## src/rtl/proj_fm_pkg.sv

```systemverilog
// Shared types and helpers for the MinHash signature bank controller.
package proj_fm_pkg;

    typedef enum logic [2:0] {
        ST_IDLE     = 3'd0,
        ST_CLEAR    = 3'd1,
        ST_UPD_RD   = 3'd2,
        ST_UPD_CMP  = 3'd3,
        ST_DUMP_RD  = 3'd4,
        ST_DUMP_OUT = 3'd5
    } fm_ctrl_state_e;

    // Empty-slot value: all ones in the low 'width' bits, so any real hash wins the min.
    function automatic logic [63:0] FM_SLOT_INIT(input int width);
        return ~(64'hFFFF_FFFF_FFFF_FFFF << width);
    endfunction

endpackage

```

## src/rtl/proj_fm_minhash_ctrl.sv

```systemverilog
// Access controller for one MinHash signature bank: clear, read-compare-write
// min updates, and in-order signature dump over the RAM's single port.
module proj_fm_minhash_ctrl
    import proj_fm_pkg::*;
#(
    parameter  int ENTRIES   = 128,
    parameter  int DATA_BITS = 8,
    localparam int ADDR_BITS = $clog2(ENTRIES)
) (
    input  logic                 in_clk,
    input  logic                 in_rst_n,
    input  logic                 in_clear,
    input  logic                 in_dump,
    input  logic                 in_valid,
    input  logic [ADDR_BITS-1:0] in_idx,
    input  logic [DATA_BITS-1:0] in_hash,
    output logic                 out_ready,
    output logic                 out_sig_valid,
    output logic [ADDR_BITS-1:0] out_sig_idx,
    output logic [DATA_BITS-1:0] out_sig_data,
    input  logic                 in_sig_ready,
    output logic                 out_busy,
    output logic                 out_done,
    output logic [ADDR_BITS-1:0] out_ram_addr,
    output logic                 out_ram_we,
    output logic [DATA_BITS-1:0] out_ram_wdata,
    input  logic [DATA_BITS-1:0] in_ram_rdata,
    output logic [2:0]           out_dbg_state
);

    localparam logic [ADDR_BITS-1:0] LAST_IDX = ADDR_BITS'(ENTRIES - 1);

    // Handshakes: an update transfers on a rising edge where in_valid & out_ready;
    // a dump beat transfers where out_sig_valid & in_sig_ready. Held values stay
    // stable until their transfer.

    fm_ctrl_state_e       r_state;
    fm_ctrl_state_e       w_state_nxt;
    logic [ADDR_BITS-1:0] r_cnt;
    logic [ADDR_BITS-1:0] w_cnt_nxt;
    logic [ADDR_BITS-1:0] r_idx;
    logic [DATA_BITS-1:0] r_hash;
    logic                 r_done;
    logic                 w_done_nxt;
    logic                 w_latch;
    logic [DATA_BITS-1:0] w_slot_init;

    assign w_slot_init   = DATA_BITS'(FM_SLOT_INIT(DATA_BITS));
    assign out_busy      = (r_state != ST_IDLE);
    assign out_done      = r_done;
    assign out_dbg_state = r_state;
    // Gated by reset so every output reads 0 while reset is held.
    assign out_ready     = in_rst_n & (r_state == ST_IDLE) & ~in_clear & ~in_dump;

    always_comb begin
        w_state_nxt   = r_state;
        w_cnt_nxt     = r_cnt;
        w_done_nxt    = 1'b0;
        w_latch       = 1'b0;
        out_ram_addr  = '0;
        out_ram_we    = 1'b0;
        out_ram_wdata = '0;
        out_sig_valid = 1'b0;
        out_sig_idx   = '0;
        out_sig_data  = '0;
        case (r_state)
            ST_IDLE: begin
                if (in_clear) begin
                    w_state_nxt = ST_CLEAR;
                    w_cnt_nxt   = '0;
                end else if (in_dump) begin
                    w_state_nxt = ST_DUMP_RD;
                    w_cnt_nxt   = '0;
                end else if (in_valid) begin
                    w_state_nxt = ST_UPD_RD;
                    w_latch     = 1'b1;
                end
            end
            ST_CLEAR: begin
                out_ram_addr  = r_cnt;
                out_ram_we    = 1'b1;
                out_ram_wdata = w_slot_init;
                if (r_cnt == LAST_IDX) begin
                    w_state_nxt = ST_IDLE;
                    w_done_nxt  = 1'b1;
                    w_cnt_nxt   = '0;
                end else begin
                    w_cnt_nxt = r_cnt + 1'b1;
                end
            end
            ST_UPD_RD: begin
                out_ram_addr = r_idx;
                w_state_nxt  = ST_UPD_CMP;
            end
            ST_UPD_CMP: begin
                // Strict unsigned compare: an equal hash leaves the slot untouched.
                out_ram_addr  = r_idx;
                out_ram_wdata = r_hash;
                out_ram_we    = (r_hash < in_ram_rdata);
                w_state_nxt   = ST_IDLE;
            end
            ST_DUMP_RD: begin
                out_ram_addr = r_cnt;
                w_state_nxt  = ST_DUMP_OUT;
            end
            ST_DUMP_OUT: begin
                out_ram_addr  = r_cnt;
                out_sig_valid = 1'b1;
                out_sig_idx   = r_cnt;
                out_sig_data  = in_ram_rdata;
                if (in_sig_ready) begin
                    if (r_cnt == LAST_IDX) begin
                        w_state_nxt = ST_IDLE;
                        w_done_nxt  = 1'b1;
                        w_cnt_nxt   = '0;
                    end else begin
                        w_state_nxt = ST_DUMP_RD;
                        w_cnt_nxt   = r_cnt + 1'b1;
                    end
                end
            end
            default: begin
                w_state_nxt = ST_IDLE;
            end
        endcase
    end

    always_ff @(posedge in_clk or negedge in_rst_n) begin
        if (!in_rst_n) begin
            r_state <= ST_IDLE;
            r_cnt   <= '0;
            r_idx   <= '0;
            r_hash  <= '0;
            r_done  <= 1'b0;
        end else begin
            r_state <= w_state_nxt;
            r_cnt   <= w_cnt_nxt;
            r_done  <= w_done_nxt;
            if (w_latch) begin
                r_idx  <= in_idx;
                r_hash <= in_hash;
            end
        end
    end

endmodule
```

## config.mk

```make
export PLATFORM = sky130hd
export DESIGN_NAME = proj_fm_minhash_ctrl
export DESIGN_NICKNAME = d
export VERILOG_FILES = /design/src/rtl/proj_fm_pkg.sv /design/src/rtl/proj_fm_minhash_ctrl.sv
export SDC_FILE = /design/constraint.sdc
export NUM_CORES = 1
export LEC_CHECK = 0
export ABC_CLOCK_PERIOD_IN_PS = 1800
export CAP_MARGIN = 20
export CORE_MARGIN = 3
export CORE_UTILIZATION = 39
export DETAILED_ROUTE_END_ITERATION = 10
export PLACE_DENSITY = 0.76
export SLEW_MARGIN = 5
export SYNTH_ARGS = -nofsm -noshare
export SYNTH_HDL_FRONTEND = slang
export SYNTH_SLANG_ARGS = --single-unit
```

## constraint.sdc

```tcl
create_clock -name in_clk -period 1.8 [get_ports in_clk]
set_input_delay 0.45 -clock in_clk [delete_from_list [all_inputs] [get_ports in_clk]]
set_output_delay 0.45 -clock in_clk [all_outputs]
set_load 0.03 [all_outputs]
```

# After elaboration in Yosys (flattened, before gate mapping)
# Index checks and enable logic that the tools add are counted.
# word_totals
output_inout_bits	38
register_bits	26
inputBits	29
wordCells	54
# classes
add_sub_neg	1
n_reduce_logical	7
n_mux	25
magnitude_cmp	1
n_eq_ne	10
bitwise_logic	5
# ops
operator	n
2-to-1 mux 7 bit	5
case mux 7 bit (3 select lines)	1
2-to-1 mux 3 bit	6
case mux 8 bit (2 select lines)	1
case mux 3 bit (5 select lines)	1
case mux 7 bit (2 select lines)	1
< comparator 8 bit	1
2-to-1 mux 8 bit	1
adder 7 x 1 -> 7 bit, second input constant	1
equality test 7 bit, second input constant	1
2-to-1 mux 1 bit	7
equality test 3 x 2 -> 1 bit, second input constant	2
equality test 3 bit, second input constant	2
AND reduction 3 bit	2
nonzero test 3 bit	2
!= test 2 bit, second input constant	2
!= test 4 bit, second input constant	1
case mux 1 bit (2 select lines)	2
bitwise AND 1 bit	3
equality test 3 x 1 -> 1 bit, second input constant	1
zero test 3 bit	1
!= test 3 bit, second input constant	1
OR reduction 3 bit	1
NOT 1 bit	2
OR reduction 2 bit	1

# Logic depth before layout (Yosys ltp)
# Gate-level depths: netlist of the first run.
# depth
ltp_word	4
ltp_mapped	6
ltp_nobuf	6

# Worst setup path after synthesis of the first run
# OpenSTA, ideal clock, no wires.
# synth_path
path_kind	input to output
startpoint	input port in_ram_rdata[3]
endpoint	output port out_ram_we
n_path_buf	0
required_ns	1.350
stages	6
path_slack_ns	-0.709
arrival_time_ns	2.059
cell_sequence	inv_1 -> ha_1 -> a211o_1 -> a21oi_1 -> o21ai_0 -> a221oi_1
# synth_via
elab_chain_len	2
# synth_rtl
item	line_no	source
start: declaration	proj_fm_minhash_ctrl.sv:27	input logic [DATA_BITS-1:0] in_ram_rdata,
< comparator 8 bit	proj_fm_minhash_ctrl.sv:99	out_ram_we = (r_hash < in_ram_rdata);
case mux 1 bit (2 select lines)	proj_fm_minhash_ctrl.sv:66	case (r_state)
end: declaration	proj_fm_minhash_ctrl.sv:25	output logic out_ram_we,
# No other way between the ends.

# Worst setup path after layout of the first run
# layout_path
startpoint	register r_hash[3]
endpoint	output port out_ram_we
# layout_via
elab_chain_len	2
# layout_rtl
item	line_no	source
start: declaration	proj_fm_minhash_ctrl.sv:42	logic [DATA_BITS-1:0] r_hash;
start signal: assignment	proj_fm_minhash_ctrl.sv:141	r_hash <= in_hash;
< comparator 8 bit	proj_fm_minhash_ctrl.sv:99	
case mux 1 bit (2 select lines)	proj_fm_minhash_ctrl.sv:66	
# No other way between the ends.

==> results by group, run 1 <==
Clocking
  • Clock sink count: 26
  • Clock Latency Late Sink: 280 ps
  • Total CTS buffers: 3
  • H-tree depth: 1
  • Clock tree root buffer cell: clkbuf_8
  • CTS tree: built
  • Worst-case clock buffer depth: 2
  • Clock Pin Slew Worst Setup and Hold Paths: 100 ps

Timing
  • Max Fclk: 433.5 MHz
  • Clock skew: 8.855 ps
  • Crit share post-route: 1.282
  • Endpoints failing setup: 34
  • Final min period: 2307 ps
  • Slew margin rel.: 0.7279
  • Least-Margin Pin Slew: 407.2 ps
  • Final hold slack: 524.4 ps
  • Final hold viol count: 0
  • Slew Limit Fails: 0
  • RSZ-0062 raised after global routing: yes
  • Min setup slack post-route: -506.9 ps

Die
  • Boundary pin count: 67
  • CORE AREA: 4058 sq um
  • Chip width: 71.32 um
  • Initial core utilization: 0.4101
  • Die area: 5087 sq um
  • Die Ht: 71.32 um
  • Cell Rows: 23

Routing
  • Routed wire length: 7116 um
  • Initial drt markers: 186
  • WL/cell: 20.16 um
  • 1st-pass router iterations: 5
  • Final ANT Viol Nets: 0
  • Vias per cell: 5.620
  • # DRC: 0
  • Via count: 1984

Finish
  • Nets: 341
  • Area growth syn-to-layout: 103.1%
  • Leading cell type in the layout, fill and taps excluded: buf_6
  • Fill cells: 210
  • Final instance area: 3379 sq um
  • Post-layout util: 0.8329
  • Layout cell share with drive strength beyond 1: 0.6205
  • Commonest cells after routing, fill and taps aside: buf_6 (45), buf_4 (40), dfrtp_1 (23), clkdlybuf4s50_1 (21)
  • Ant diodes: 0

Synth
  • Register bit total from synthesis: 26
  • Synth async-reset ratio: 1.000
  • Yosys Warn Count: 0
  • Net count after synthesis: 222
  • Mean post-synth cell area: 8.995 sq um
  • Number of flops mapped to enable cells by yosys: 0
  • Yosys cell types: 33
  • Syn Std Cell Area: 1664 sq um
  • Seq/Total Area, Yosys: 0.3910
  • Synth Instances: 185
  • Synth Flop Type: dfrtp_1

Global routing
  • Largest net degree at the start of global routing: 27
  • Vias in the first global route: 1839
  • First-pass GRT wire length: 9894 um
  • Congestion Overflow GR: 0
  • Tot GR Track Use: 0.2473
  • Initial antenna violation count: 0

Power
  • Pwr/cell area: 756.3 nW/um^2
  • VDD IR-drop max: 0.6981 mV
  • Total power: 0.002556 W
  • Leak: 1.575 nW

Min path
  • Worst hold start: r_idx[6]$_DFFE_PN0P_
  • Hold EP: r_idx[6]$_DFFE_PN0P_
  • Hold Crit Depth: 1
  • Min-Delay Path Class: flip-flop to flip-flop

Worst setup path
  • Worst R2R Path Depth: 8
  • Crit path kind: flip-flop to primary output
  • Worst-path maximum fanout: 2
  • Reg-to-reg endpoint: r_cnt[4]$_DFFE_PN0P_
  • Crit-path cells: ha_4, a211o_1, a21oi_2, o21ai_2, a221oi_4, buf_6
  • FF-to-FF Start: out_dbg_state[2]$_DFFE_PN0P_
  • CP delay by family, top: compound AO/OA/AOI/OAI gates
  • Slowest cell delay on critical path: 440 ps
  • WP buf/inv: 1
  • CP arrival: 1860 ps
  • Critical Path End Type: primary output
  • R2r setup slk: -260 ps
  • Worst path depth: 6
  • Worst setup path startpoint: r_hash[3]$_DFFE_PN0P_
  • CP required: 1350 ps
  • Critical path launch point type: flip-flop
  • Worst path slowest cell: dfrtp_1

Run status
  • Failing checks: setup timing
  • Status: finished, violations left

Placed design
  • Placed wire-length estimate: 3702 um
  • Post-DP Area: 2673 sq um
  • Port Buffers: 66
  • GPL Wtd Cong: 0.8625

Flow run
  • Max_cap viols: 0
worst max-delay path by stage:
| stage | to |
|---|---|
| floorplan | out_ram_we |
| global placement | out_ram_we |
| detailed placement | out_ram_we |
| CTS | out_ram_we |
| global route | out_ram_we |
| finish | out_ram_we |
layer usage:
layer	track usage	share of wire
met1	0.3303	0.38
met2	0.4224	0.52
met3	0.02805	0.078
met4	0.07307	0.022
met5	0	0
per-stage QoR:
step	worst slack [ps]	std cells	TNS, ps
floorplan	-159.2	185	-1576
finish	-506.9	353	-4872
global placement	-841.2	324	-3834
global route	-548.5	353	-7076
detailed placement	-833.8	324	-3646
CTS	-441.3	344	-2248
worst register-to-register path: cells and delay by family (launching register included):
kind | cells | cell delay [ps]
AOI/OAI and AO/OA | 1 | 370
buffers and inverters | 5 | 570
DFF | 1 | 450
and+or+nand+nor | 2 | 600
layout make-up:
class	instances	area [sq um]	share of cell area
Timing Repair Buffer	123	1261	0.3732
Multi-Input combinational cell	130	1259	0.3725
Sequential cell	26	654.4	0.1936
Inverter	20	97.59	0.02888
Tap cell	50	62.56	0.01851
Clock buffer	4	45.04	0.01333
cells by family after synthesis:
| logic type | share of synthesized area |
|---|---|
| buf+inv | 0.07444 |
| mux | 0.1241 |
| simple gates | 0.2090 |
| fa+ha+maj | 0.06015 |
| flops | 0.3910 |
| compound gates | 0.1414 |
flip-flops by register name, indices dropped and copies added (netlist names):
signal	cells
out_dbg_state	3
r_idx	7
out_done	1
r_hash	8
r_cnt	7
cells in the mapped netlist, types with 7 or more instances:
cell / n / area, sq um
inv_1: 20 / 75.07
and3_1: 9 / 56.30
nor2_1: 7 / 26.28
a21oi_1: 13 / 65.06
o21ai_0: 14 / 70.07
ha_1: 8 / 100.1
dfrtp_1: 26 / 650.6
nand3_1: 7 / 35.03
nand2_1: 21 / 78.83
mux2_4: 10 / 150.1
nor3_1: 8 / 40.04
clkbuf_1: 7 / 26.28
what timing repair did:
item	4_1_cts	5_1_grt
gates resized for setup	103	41
endpoints found under the setup margin	35	56
hold endpoints to repair	0	0
pin swaps	30	8
gates cloned	3	1
hold buffers	0	0
buffers inserted	13	14
where the power goes:
group	internal, W	switching (W)
registers	0.000735	0.000260
logic	0.000587	0.000611
clock network	0.000159	0.000203
Note: power is estimated with default switching activity, not from simulation.
==> inputs of run 2 (changes only) <==
CORE_MARGIN = default   (was 3)
PLACE_DENSITY = default   (was 0.76)
PLACE_DENSITY_LB_ADDON = 0.3   (was default)
==> results by group, run 2 (synthesis results as in run 1) <==
Worst setup path
  • Worst path slowest cell: dfrtp_1
  • CP arrival: 1780 ps (-80 ps)
  • Crit path kind: flip-flop to primary output
  • Crit-path cells: ha_4, a211o_1, a21oi_2, o21ai_2, a221oi_4, buf_6
  • CP required: 1350 ps (about the same)
  • Critical Path End Type: primary output
  • Worst-path maximum fanout: 2 (unchanged)
  • Slowest cell delay on critical path: 420 ps (-20 ps)
  • Critical path launch point type: flip-flop

Clocking
  • Clock tree root buffer cell: clkbuf_8
  • Hold_buf cts: 0 (unchanged)
  • Total CTS buffers: 3 (unchanged)
  • Clock sink count: 26 (unchanged)
  • H-tree depth: 1 (unchanged)
  • Worst-case clock buffer depth: 2 (unchanged)
  • Clock Pin Slew Worst Setup and Hold Paths: 90 ps (about the same)
  • CTS tree: built
  • Clock Latency Late Sink: 270 ps (about the same)

Global routing
  • Vias in the first global route: 1866 (+1.5%)
  • Congestion Overflow GR: 0 (unchanged)
  • First-pass GRT wire length: 8507 um (-14%)
  • Initial antenna violation count: 0 (unchanged)
  • Tot GR Track Use: 0.2538 (+0.006414)
  • Largest net degree at the start of global routing: 27 (unchanged)

Die
  • Boundary pin count: 67 (unchanged)
  • Chip width: 67.32 um (-5.6%)
  • Cell Rows: 23 (unchanged)
  • Die area: 4532 sq um (-11%)
  • CORE AREA: 4058 sq um (unchanged)
  • Die Ht: 67.32 um (-5.6%)
  • Initial core utilization: 0.4101 (unchanged)

Finish
  • Post-layout util: 0.7937 (-0.03916)
  • Nets: 337 (-1.2%)
  • Leading cell type in the layout, fill and taps excluded: buf_4
  • Ant diodes: 0 (unchanged)
  • Top flop regs: r_hash: 8 flops, r_cnt: 7 flops, r_idx: 7 flops
  • Layout cell share with drive strength beyond 1: 0.5973 (-0.02315)
  • Largest register FFs: 8 (unchanged)
  • Area growth syn-to-layout: 93.53%
  • Largest reg by FF count: r_hash
  • Commonest cells after routing, fill and taps aside: buf_4 (48), buf_6 (36), dfrtp_1 (24), clkdlybuf4s50_1 (22), inv_1 (13)

Placed design
  • Port Buffers: 66 (unchanged)
  • DP Worst Slack: -868.7 ps (-34.96 ps)
  • GPL Wtd Cong: 0.8646 (+0.24%)
  • Placed wire-length estimate: 3579 um (-3.3%)

Power
  • Leak: 1.514 nW (-3.9%)
  • Pwr/cell area: 749.8 nW/um^2 (-0.85%)
  • VDD IR-drop max: 0.8530 mV (+22%)

Min path
  • Min-Delay Path Class: flip-flop to flip-flop

Routing
  • Final ANT Viol Nets: 0 (unchanged)
  • WL/cell: 16.58 um (-18%)
  • Via count: 1902 (-4.1%)
  • # DRC: 0 (unchanged)
  • 1st-pass router iterations: 4 (-1)
  • Routed wire length: 5769 um (-19%)
  • Initial drt markers: 97 (-48%)
  • Vias per cell: 5.466 (-2.8%)

Timing
  • Least-Margin Pin Slew: 388.3 ps (-18.87 ps)
  • Max Fclk: 447.9 MHz (+3.3%)
  • Final min period: 2233 ps (-74.05 ps)
  • Endpoints failing setup: 26 (-24%)
  • Slew margin rel.: 0.7344 (+0.006568)
  • Min setup slack post-route: -432.8 ps (+74.05 ps)
  • Slew Limit Fails: 0 (unchanged)
  • Clock skew: 1.318 ps (-7.537 ps)
  • Final hold viol count: 0 (unchanged)
  • RSZ-0062 raised after global routing: yes
  • Crit share post-route: 1.240 (-0.04114)

Run status
  • Failing checks: setup timing
  • Status: finished, violations left

Flow run
  • Max_cap viols: 0 (unchanged)
==> run 2: cell count changes in the layout (fill, tap and decap cells not counted), moves of 5 or more <==
cell,previous run,this run
a21oi_2,11,6
buf_4,40,48
buf_6,45,36
a21oi_1,2,7
==> run 2: area by class of cell <==
| class | instances | area [sq um] |
|---|---|---|
| Multi-Input combinational cell | 130 | 1235 |
| Sequential cell | 26 | 653.1 |
| Timing Repair Buffer | 119 | 1139 |
| Tap cell | 50 | 62.56 |
| Fill cell | 249 | 837.1 |
| Inverter | 20 | 90.09 |
| Clock buffer | 3 | 41.29 |
==> run 2: stage by stage <==
stage	TNS [ps]	std cells	instance area (sq um)	power [W]	hold slack [ps]
floorplan	-1576	185	1824	0.001467	154.4
global placement	-3084	325	2668	0.001851	497.3
detailed placement	-3117	325	2668	0.001873	501.3
CTS	-1875	347	3123	0.002348	522.0
global route	-4205	348	3221	0.002549	550.4
finish	-2779	348	3221	0.002415	531.9
==> run 2: final timing paths <==
kind	start	slack, ps	end	cells past startpoint
max	r_hash[3]$_DFFE_PN0P_	-430	out_ram_we	6
min	r_idx[1]$_DFFE_PN0P_	530	r_idx[1]$_DFFE_PN0P_	1
max reg2reg	out_dbg_state[1]$_DFFE_PN0P_	0	r_cnt[4]$_DFFE_PN0P_	7
min reg2reg	r_idx[1]$_DFFE_PN0P_	530	r_idx[1]$_DFFE_PN0P_	1
max in group asynchronous	in_rst_n	870	out_dbg_state[1]$_DFFE_PN0P_	2
min in group asynchronous	in_rst_n	650	r_cnt[1]$_DFFE_PN0P_	2
==> run 2: worst max-delay path, delay by kind of cell (launching register included) <==
family / cells / cell delay [ps]
adders and majority gates: 1 / 230
AOI/OAI and AO/OA: 4 / 700
DFF: 1 / 420
buffers and inverters: 1 / 170
==> run 2: repair_timing <==
action / in CTS / in global routing
hold endpoints to repair: 0 / 0
cloned: 1 / 0
endpoints found under the setup margin: 29 / 40
pin swaps: 25 / 13
buffers inserted: 19 / 4
gates resized for setup: 92 / 26
==> run 2: power by group <==
group,leakage [nW],internal (W),switching (W),total [W]
Combinational,1.15,0.000576,0.000545,0.00112
Clock,0.0216,0.000150,0.000181,0.000331
Sequential,0.338,0.000736,0.000226,0.000962
Total,1.51,0.00146,0.000952,0.00241
==> run 2: metal layers <==
metal | GRT usage | wire length, um
met5 | 0 | 0
met4 | 0.09043 | 105
met3 | 0.04730 | 434
met2 | 0.4413 | 2905
met1 | 0.3108 | 2323
==> inputs of run 3 (changes only) <==
ABC_AREA = 0   (was default)
==> results of run 3 <==
The final DEF is identical to that of run 2; final timing and power are the same.
